$ cat src/rtl/sound_pulse_meter_pkg.sv
// Shared constants and the FSM state type for the sound pulse meter.
// Latency: n/a (declarations only).
// Backpressure: n/a.
package sound_pulse_meter_pkg;

    localparam int CLK_HZ      = 50_000_000;
    // 1 kHz nominal tone at CLK_HZ.
    localparam int DEF_NOM_PER = CLK_HZ / 1000;
    localparam int DEF_CNT_W   = 18;
    localparam int DEF_MAX_CNT = 262143;
    localparam int DEF_TOL     = 500;

    typedef enum logic [1:0] {
        ST_IDLE = 2'd0,
        ST_HIGH = 2'd1,
        ST_LOW  = 2'd2
    } meter_state_t;

endpackage

$ cat src/rtl/sound_pulse_meter_sync_edge_detect.sv
// Purpose: 2-FF synchronizer plus edge register for an async 1-bit input.
// Latency: rise/fall assert 3 clk_50M edges after the pin transition.
// Backpressure: none; free-running, one-cycle edge pulses.
//  clk_50M in  : clock
//  reset   in  : synchronous active-high, clears the edge pulses
//  din     in  : asynchronous input
//  level   out : synchronized level (aligned with rise/fall)
//  rise    out : one-cycle pulse on a 0->1 of the synchronized level
//  fall    out : one-cycle pulse on a 1->0 of the synchronized level
module sync_edge_detect (
    input  logic clk_50M,
    input  logic reset,
    input  logic din,
    output logic level,
    output logic rise,
    output logic fall
);

    logic sync_ff1;
    logic sync_ff2;
    logic level_q;

    // The synchronizer and level history keep tracking through reset so the
    // first edge after reset release reflects a real pin transition rather
    // than the pin level differing from a reset value.
    always_ff @(posedge clk_50M) begin
        sync_ff1 <= din;
        sync_ff2 <= sync_ff1;
        level_q  <= sync_ff2;
        if (reset) begin
            rise <= 1'b0;
            fall <= 1'b0;
        end else begin
            rise <= sync_ff2 & ~level_q;
            fall <= ~sync_ff2 & level_q;
        end
    end

    assign level = level_q;

endmodule

$ cat src/rtl/sound_pulse_meter.sv
// Purpose: measures period and high width of a 1-bit sound pulse train, flags tone match/silence.
// Latency: result strobes 4 clk_50M edges after the pin rise that closes a period.
// Backpressure: none; meas_valid is a one-cycle strobe that must be consumed when seen.
//  clk_50M    in  : 50 MHz clock
//  reset      in  : synchronous active-high reset
//  pulse_in   in  : asynchronous pulse train
//  period     out : last rise-to-rise period in cycles
//  high_width out : rise-to-fall width within that period
//  meas_valid out : one-cycle strobe, period/high_width updated
//  tone_match out : last published metric within NOM_PER +/- TOL
//  silent     out : no valid measurement since reset or timeout
//  period_avg out : mean of last 4 periods (only with SOUND_METER_AVG_EN defined)
module sound_pulse_meter
    import sound_pulse_meter_pkg::*;
#(
    parameter int CNT_W   = DEF_CNT_W,
    parameter int MAX_CNT = DEF_MAX_CNT,
    parameter int NOM_PER = DEF_NOM_PER,
    parameter int TOL     = DEF_TOL
) (
    input  logic             clk_50M,
    input  logic             reset,
    input  logic             pulse_in,
    output logic [CNT_W-1:0] period,
    output logic [CNT_W-1:0] high_width,
    output logic             meas_valid,
    output logic             tone_match,
    output logic             silent
`ifdef SOUND_METER_AVG_EN
    ,
    output logic [CNT_W-1:0] period_avg
`endif
);

    localparam logic [CNT_W-1:0] CNT_MAX  = CNT_W'(MAX_CNT);
    localparam logic [CNT_W-1:0] CNT_ONE  = CNT_W'(1);
    // One extra bit so NOM_PER+TOL cannot overflow the compare.
    localparam logic [CNT_W:0]   TONE_LO  = (CNT_W+1)'(NOM_PER - TOL);
    localparam logic [CNT_W:0]   TONE_HI  = (CNT_W+1)'(NOM_PER + TOL);

    logic pin_level_unused;  // level is for other users of the detector
    logic rise;
    logic fall;

    sync_edge_detect u_sync (
        .clk_50M (clk_50M),
        .reset   (reset),
        .din     (pulse_in),
        .level   (pin_level_unused),
        .rise    (rise),
        .fall    (fall)
    );

    meter_state_t     state, state_nxt;
    logic [CNT_W-1:0] cnt, cnt_nxt;
    logic [CNT_W-1:0] high_w_tmp, high_w_tmp_nxt;
    logic             publish;
    logic             abort;
    logic [CNT_W-1:0] metric;
    logic             in_window;

`ifdef SOUND_METER_AVG_EN
    logic [CNT_W-1:0] hist [3];
    logic [CNT_W+1:0] hist_sum;
    logic [CNT_W-1:0] avg_nxt;

    // Average includes the period being published this cycle.
    assign hist_sum = (CNT_W+2)'(hist[0]) + (CNT_W+2)'(hist[1])
                    + (CNT_W+2)'(hist[2]) + (CNT_W+2)'(cnt);
    assign avg_nxt  = hist_sum[CNT_W+1:2];
    assign metric   = avg_nxt;
`else
    assign metric   = cnt;
`endif

    assign in_window = ({1'b0, metric} >= TONE_LO) && ({1'b0, metric} <= TONE_HI);

    // A rise coinciding with cnt==MAX_CNT restarts the measurement but
    // discards the overlong period (abort), so rise has priority over timeout.
    always_comb begin
        state_nxt      = state;
        cnt_nxt        = cnt;
        high_w_tmp_nxt = high_w_tmp;
        publish        = 1'b0;
        abort          = 1'b0;
        case (state)
            ST_IDLE: begin
                cnt_nxt = '0;
                if (rise) begin
                    state_nxt = ST_HIGH;
                    cnt_nxt   = CNT_ONE;
                end
            end
            ST_HIGH: begin
                if (cnt == CNT_MAX) begin
                    abort     = 1'b1;
                    state_nxt = ST_IDLE;
                    cnt_nxt   = '0;
                end else begin
                    cnt_nxt = cnt + CNT_ONE;
                    if (fall) begin
                        state_nxt      = ST_LOW;
                        high_w_tmp_nxt = cnt;
                    end
                end
            end
            ST_LOW: begin
                if (rise) begin
                    state_nxt = ST_HIGH;
                    cnt_nxt   = CNT_ONE;
                    if (cnt == CNT_MAX) abort   = 1'b1;
                    else                publish = 1'b1;
                end else if (cnt == CNT_MAX) begin
                    abort     = 1'b1;
                    state_nxt = ST_IDLE;
                    cnt_nxt   = '0;
                end else begin
                    cnt_nxt = cnt + CNT_ONE;
                end
            end
            default: begin
                state_nxt = ST_IDLE;
                cnt_nxt   = '0;
            end
        endcase
    end

    always_ff @(posedge clk_50M) begin
        if (reset) begin
            state      <= ST_IDLE;
            cnt        <= '0;
            high_w_tmp <= '0;
            period     <= '0;
            high_width <= '0;
            meas_valid <= 1'b0;
            tone_match <= 1'b0;
            silent     <= 1'b1;
`ifdef SOUND_METER_AVG_EN
            hist[0]    <= '0;
            hist[1]    <= '0;
            hist[2]    <= '0;
            period_avg <= '0;
`endif
        end else begin
            state      <= state_nxt;
            cnt        <= cnt_nxt;
            high_w_tmp <= high_w_tmp_nxt;
            meas_valid <= publish;
            if (publish) begin
                period     <= cnt;
                high_width <= high_w_tmp;
                silent     <= 1'b0;
                tone_match <= in_window;
`ifdef SOUND_METER_AVG_EN
                hist[0]    <= cnt;
                hist[1]    <= hist[0];
                hist[2]    <= hist[1];
                period_avg <= avg_nxt;
`endif
            end
            if (abort) begin
                silent     <= 1'b1;
                tone_match <= 1'b0;
`ifdef SOUND_METER_AVG_EN
                hist[0]    <= '0;
                hist[1]    <= '0;
                hist[2]    <= '0;
`endif
            end
        end
    end

endmodule

$ cat config.mk
export PLATFORM = sky130hd
export DESIGN_NAME = sound_pulse_meter
export DESIGN_NICKNAME = d
export VERILOG_FILES = /design/src/rtl/sound_pulse_meter_pkg.sv /design/src/rtl/sound_pulse_meter_sync_edge_detect.sv /design/src/rtl/sound_pulse_meter.sv
export SDC_FILE = /design/constraint.sdc
export NUM_CORES = 1
export LEC_CHECK = 0
export BUFFER_PORTS_ARGS = -buffer_cell sky130_fd_sc_hd__buf_2
export CAP_MARGIN = 5
export CORE_AREA = 10 10 74 108
export DETAILED_ROUTE_END_ITERATION = 16
export DIE_AREA = 0 0 84 118
export GPL_ROUTABILITY_DRIVEN = 0
export PLACE_DENSITY = 0.77
export SETUP_SLACK_MARGIN = 0.3
export SLEW_MARGIN = 25
export SYNTH_ARGS = -nofsm -noshare
export SYNTH_HDL_FRONTEND = slang
export SYNTH_SLANG_ARGS = --single-unit
$ cat constraint.sdc
create_clock -name clk_50M -period 2.65 [get_ports clk_50M]
set_input_delay 0.53 -clock clk_50M [delete_from_list [all_inputs] [get_ports clk_50M]]
set_output_delay 0.53 -clock clk_50M [all_outputs]
set_load 0.1 [all_outputs]
Word-level counts from Yosys, hierarchy flattened
Index checks and enable logic that the tools add are counted.
{"block": "op_classes", "addsub": 1, "n_lt_le_gt_ge": 2, "eq_ne": 6, "mux": 15, "bitwise_logic": 5, "reduce_logical": 6}
{"op": "$pmux W18 S3", "n": 1}
{"op": "$mux W18", "n": 2}
{"op": "$add A18 B1 Y18 const B", "n": 1}
{"op": "$eq A18 B18 Y1 const B", "n": 1}
{"op": "$ge A18 B16 Y1 const B", "n": 1}
{"op": "$le A18 B16 Y1 const B", "n": 1}
{"op": "$mux W2", "n": 5}
{"op": "$mux W1", "n": 6}
{"op": "$ne A3 B2 Y1 const B", "n": 2}
{"op": "$pmux W2 S3", "n": 1}
{"op": "$reduce_and A3 Y1", "n": 2}
{"op": "$reduce_or A2 Y1", "n": 2}
{"op": "$not A1 Y1", "n": 3}
{"op": "$and A1 B1 Y1", "n": 2}
{"op": "$eq A2 B1 Y1 const B", "n": 1}
{"op": "$eq A2 B2 Y1 const B", "n": 1}
{"op": "$logic_not A2 Y1", "n": 1}
{"op": "$ne A2 B1 Y1 const B", "n": 1}
{"op": "$logic_and A1 B1 Y1", "n": 1}
{"block": "word_totals", "reg_bits": 82, "out_inout_bits": 39}

Depth between registers and ports, before layout
{"block": "depth", "word_depth": 4, "ltp_mapped": 9, "mapped_depth_nobuf": 7}

By module
From an unflattened synthesis, not the netlist that was laid out.
{"block": "unflattened", "cells_unflattened": 395, "hier_area_um2": 3225.6}
{"mod": "sound_pulse_meter", "instances": 1, "cells_per_inst": 388, "area_each_um2": 3110.5}
{"mod": "sync_edge_detect", "instances": 1, "cells_per_inst": 7, "area_each_um2": 115.1}

Least setup slack after synthesis
Ideal clock, no wire load.
{"block": "synth_path", "kind": "reg2reg", "start": "reg cnt[1]", "end": "reg state[0]", "arrival_time_ps": 1786, "setup_slack_ps": 740, "path_stages_with_launch": 8, "n_path_buf": 1, "period_less_slack_ps": 1910, "path_cell_list": "dfxtp_1 ha_1 and4_1 and4_4 buf_12 nand2_2 a31oi_1 mux2_1"}
{"block": "synth_via", "elab_chain_len": 3, "elab_cells_between_ends": 6, "classes_between": "eq/ne (3); mux (2); reduce/logical (1)"}
{"element": "from (decl)", "line": "sound_pulse_meter.sv:55", "rtl": "logic [CNT_W-1:0] cnt, cnt_nxt;"}
{"element": "from (signal assigned)", "line": "sound_pulse_meter.sv:146", "rtl": "cnt <= cnt_nxt;"}
{"element": "$eq A18 B18 Y1 *", "line": "sound_pulse_meter.sv:95, sound_pulse_meter.sv:113"}
{"element": "$ne A3 B2 Y1 (no line) / $mux W2 (equally long branches)"}
{"element": "$reduce_and A3 Y1 (no line) / $pmux W2 S3 (equally long branches)"}
{"element": "to (signal assigned)", "line": "sound_pulse_meter.sv:145", "rtl": "state <= state_nxt;"}
{"element": "to (decl)", "line": "sound_pulse_meter.sv:54", "rtl": "meter_state_t state, state_nxt;"}
Mark *: on every way between the ends. The rest lies on a longest branch, timed or not.
A chain may end at the register's enable or synchronous reset.

Worst setup path in the final report
Same ends and word-level chain as after synthesis.

==> metrics.sh <==
RUN_STATUS='finished clean'
MAXSLEWHEADROOM=0.4885
WORST-PATH-MAX-FANOUT=9
TIMING.REG2REG.WORST_PATH_DEPTH=6
FINAL_CELL_UTILIZATION_OF_THE_CORE=0.6217
WL_PER_CELL_UM=14.70
CLK_PIN_SLEW_NS=0.08
CTS_HOLD_REPAIR.BUFFERS=0
WORST-SETUP-PATH-TYPE='reg -> reg'
POST_SYNTH.CELL_AREA_AVG_SQ_UM=9.181
DIE_H_UM=118
FLOORPLAN.INITIALDENSITY=0.5576
CORE.ROWCOUNT=35
CAP_VIOL_MAX_COUNT=0
SYNTH.YOSYS.SEQ_AREA_SHARE=0.4872
INITIAL_ANTENNA_VIOLATION_COUNT=0
DRT_PRE_ANTENNA_ITERS=4
LAYOUT.AREA.SEQ_SQ_UM=1642
CTS_SETUP_BUFFERS=0
SYNTHDISTINCTLIBCELLS=45
TIMING.HOLD.WORST.START='pulse_in'
CLOCK_TREE.HTREE_LEVEL_COUNT=3
NNETSFINAL=409
CP.REQUIRED_NS=2.90
ANTENNA_CELLS=0
FILLERINSTANCES=529
CRITICAL-PATH-SLOWEST-CELL='sky130_fd_sc_hd__dfxtp_1'
FLOORPLAN.DIE_AREA_SQ_UM=9912
CLKLATENCYLATEPIN_NS=0.36
FINAL_MIN_PERIOD_OVER_CLOCK_PERIOD=0.8134
BUF_INV_ON_CP=0
LAYOUT.CELLS.NON_FILLER=479
FIN_TNS_SETUP_NS=0
DP_HPWL_UM=4963
GRT_USAGE=0.1450
CRITICAL_PATH.MAX_STAGE_DELAY_NS=0.44
LAYOUT_COMMONEST_CELL='sky130_fd_sc_hd__dfxtp_1'
NUMBER_OF_BUFFERS_CREATED_BY_CTS=9
FIN_WORST_SKEW_NS=0.01163
CP_CELL_SEQUENCE='ha_1 > and4_1 > and4_4 > nand2_2 > a31oi_1 > mux2_1'
CTS_ROOT_BUFFER='sky130_fd_sc_hd__clkbuf_8'
DRTANTENNAVIOLNETS=0
POST_SYNTHESIS_NET_COUNT=376
TIMING.CRITICAL_PATH.FROM_TYPE='flip-flop'
DRIVE_GT1_FRAC=0.2321
VIA_PER_INST=5.355
PWR_DENSITY_CELL_nW_PER_UM2=667.4
FINAL_HOLD_VIOLATION_COUNT=0
POSTPLACECELLAREA_SQ_UM=3516
MULTI_INPUT_AREA_SQ_UM=1494
MAXSLEWVIOLCOUNT=0
WHS_ENDPOINT='u_sync.sync_ff1$_DFF_P_'
MOSTFREQUENTLAYOUTCELLS='sky130_fd_sc_hd__dfxtp_1, sky130_fd_sc_hd__nand2_1, sky130_fd_sc_hd__nor2_1'
CLKSINKCOUNT=82
WORST_SETUP_END_KIND='flip-flop'
DRC=0
FINAL_ROUTED_WIRELENGTH_ACROSS_ALL_METAL_LAYERS_UM=7043
COREAREA_SQ_UM=6043
IO_PINS=42
WORSTHOLDPATHCELLS=1
HOLD_SLACK_NS=0.2703
DIE_W_UM=84
WORST_IR_DROP_VDD_mV=0.4534
YOSYS_WARNINGS=0
FLIP_FLOP_AND_LATCH_COUNT_AFTER_SYNTHESIS=82
CTS_TREE='built'
EDFF_COUNT_SYNTH=0
POST-ROUTE-MIN-PERIOD_NS=2.155
R2R_SETUP_SLACK_NS=0.49
WORST-SLEW-PIN-TRANSITION_NS=0.7651
GRT.OVERFLOW.TOTAL=0
FIRST_GLOBAL_VIAS=2568
TOTAL_LEAKAGE_POWER_uW=0.001403
FIRST_PASS_GRT_WIRE_LENGTH_UM=11840
SYNTH_AREA_SQ_UM=3369
ITERATION_0_DRC_COUNT_OF_THE_DETAILED_ROUTER=203
YS.FLOP_TYPE='sky130_fd_sc_hd__dfxtp_1'
LARGEST_NET_DEGREE_AT_THE_START_OF_GLOBAL_ROUTING=39
AREAGROWTHSYNTHTOFINISH_PCT=11.51
DETAILROUTE.VIA_COUNT=2565
WORSTPATHARRIVAL_NS=2.40
PLACED_CELL_COUNT=463
MAX_FREQ_GHz=0.4639
FINALINSTANCEAREA_SQ_UM=3757
TIMING.HOLD.WORST.CLASS='in -> reg'
PORT_BUFFERS=41
POST_SYNTH_INST_COUNT=367
R2R-START='cnt[1]$_SDFF_PP0_'
CTS_MAX_PATH_BUFFERS=2
CRITICAL_PATH.TOP_DELAY_FAMILY='simple AND/OR/NAND/NOR gates'
R2R_END='state[0]$_SDFFE_PP0P_'
SETUP_VIOL=0
RSZ0062_AT_GRT='no'
SYNTH-ASYNC-RESET-RATIO=0
CTS_RESIZED=0
cells in the mapped netlist, types with 4 or more instances:
cell                        n  area [sq um]
sky130_fd_sc_hd__nand2_1   67         251.5
sky130_fd_sc_hd__mux2i_1   18         180.2
sky130_fd_sc_hd__nand2_2   11         68.82
sky130_fd_sc_hd__ha_1       6         75.07
sky130_fd_sc_hd__nor2_1    43         161.4
sky130_fd_sc_hd__inv_1      8         30.03
sky130_fd_sc_hd__nand3_1   10         50.05
sky130_fd_sc_hd__buf_2     11         55.05
sky130_fd_sc_hd__dfxtp_1   82          1642
sky130_fd_sc_hd__clkbuf_1   7         26.28
sky130_fd_sc_hd__xnor2_1    4         35.03
sky130_fd_sc_hd__a31oi_1    4         25.02
sky130_fd_sc_hd__a21oi_1   26         130.1
sky130_fd_sc_hd__a21oi_2   12         105.1
sky130_fd_sc_hd__xor2_1    12         105.1
area by class of cell:
cell class | count | share of cell area
Sequential cell | 82 | 0.4369
Clock buffer | 9 | 0.03297
Tap cell | 74 | 0.02464
Multi-Input combinational cell | 251 | 0.3976
Inverter | 8 | 0.007992
Clock inverter | 7 | 0.03130
Timing Repair Buffer | 48 | 0.06860
power breakdown:
part | internal [uW] | switching, uW
Combinational | 57.6 | 104
Clock | 625 | 458
Sequential | 1250 | 15.7
metrics by stage:
| stage | power, uW | setup WS, ns |
|---|---|---|
| CTS | 2525 | 0.5136 |
| global placement | 1448 | 0.5987 |
| finish | 2508 | 0.4945 |
| detailed placement | 1456 | 0.5359 |
| global route | 2604 | 0.3470 |
| floorplan | 1421 | 0.7402 |
state kept, by name (all words and copies together) (netlist names):
name / flops
u_sync.rise: 1
tone_match: 1
high_width: 18
u_sync.level: 1
u_sync.sync_ff1: 1
state: 2
high_w_tmp: 18
silent: 1
meas_valid: 1
period: 18
u_sync.fall: 1
u_sync.sync_ff2: 1
cnt: 18
logic make-up (layout without fill, tap and decap cells):
family / count (synthesis) / after routing / synth area share
mux: 19 / 19 / 0.05681
xor+xnor: 16 / 16 / 0.04159
flops: 82 / 82 / 0.4872
fa+ha+maj: 6 / 6 / 0.02228
compound gates: 57 / 57 / 0.1162
buf+inv: 34 / 72 / 0.06944
simple gates: 153 / 153 / 0.2065
routing by layer:
| layer | track usage | vias to the layer above | wire [um] |
|---|---|---|---|
| li1 | - | 1279 | - |
| met1 | 0.1512 | 1190 | 2856 |
| met2 | 0.2356 | 77 | 3500 |
| met3 | 0.05609 | 19 | 470 |
| met4 | 0.09349 | 0 | 215 |
| met5 | 0 | - | 0 |
worst max path at each step:
stage / depth (start not counted) / startpoint / slack (ns) / end
final: 6 / cnt[1]$_SDFF_PP0_ / 0.49 / state[0]$_SDFFE_PP0P_
after CTS: 7 / cnt[0]$_SDFF_PP0_ / 0.51 / high_w_tmp[3]$_SDFFE_PP0P_
after detailed placement: 7 / cnt[0]$_SDFF_PP0_ / 0.54 / high_w_tmp[3]$_SDFFE_PP0P_
after global routing: 7 / cnt[0]$_SDFF_PP0_ / 0.35 / high_w_tmp[2]$_SDFFE_PP0P_
after global placement: 7 / cnt[0]$_SDFF_PP0_ / 0.60 / high_w_tmp[0]$_SDFFE_PP0P_
after floorplan: 7 / cnt[1]$_SDFF_PP0_ / 0.74 / state[0]$_SDFFE_PP0P_
Power figures use the tool's default switching activity.
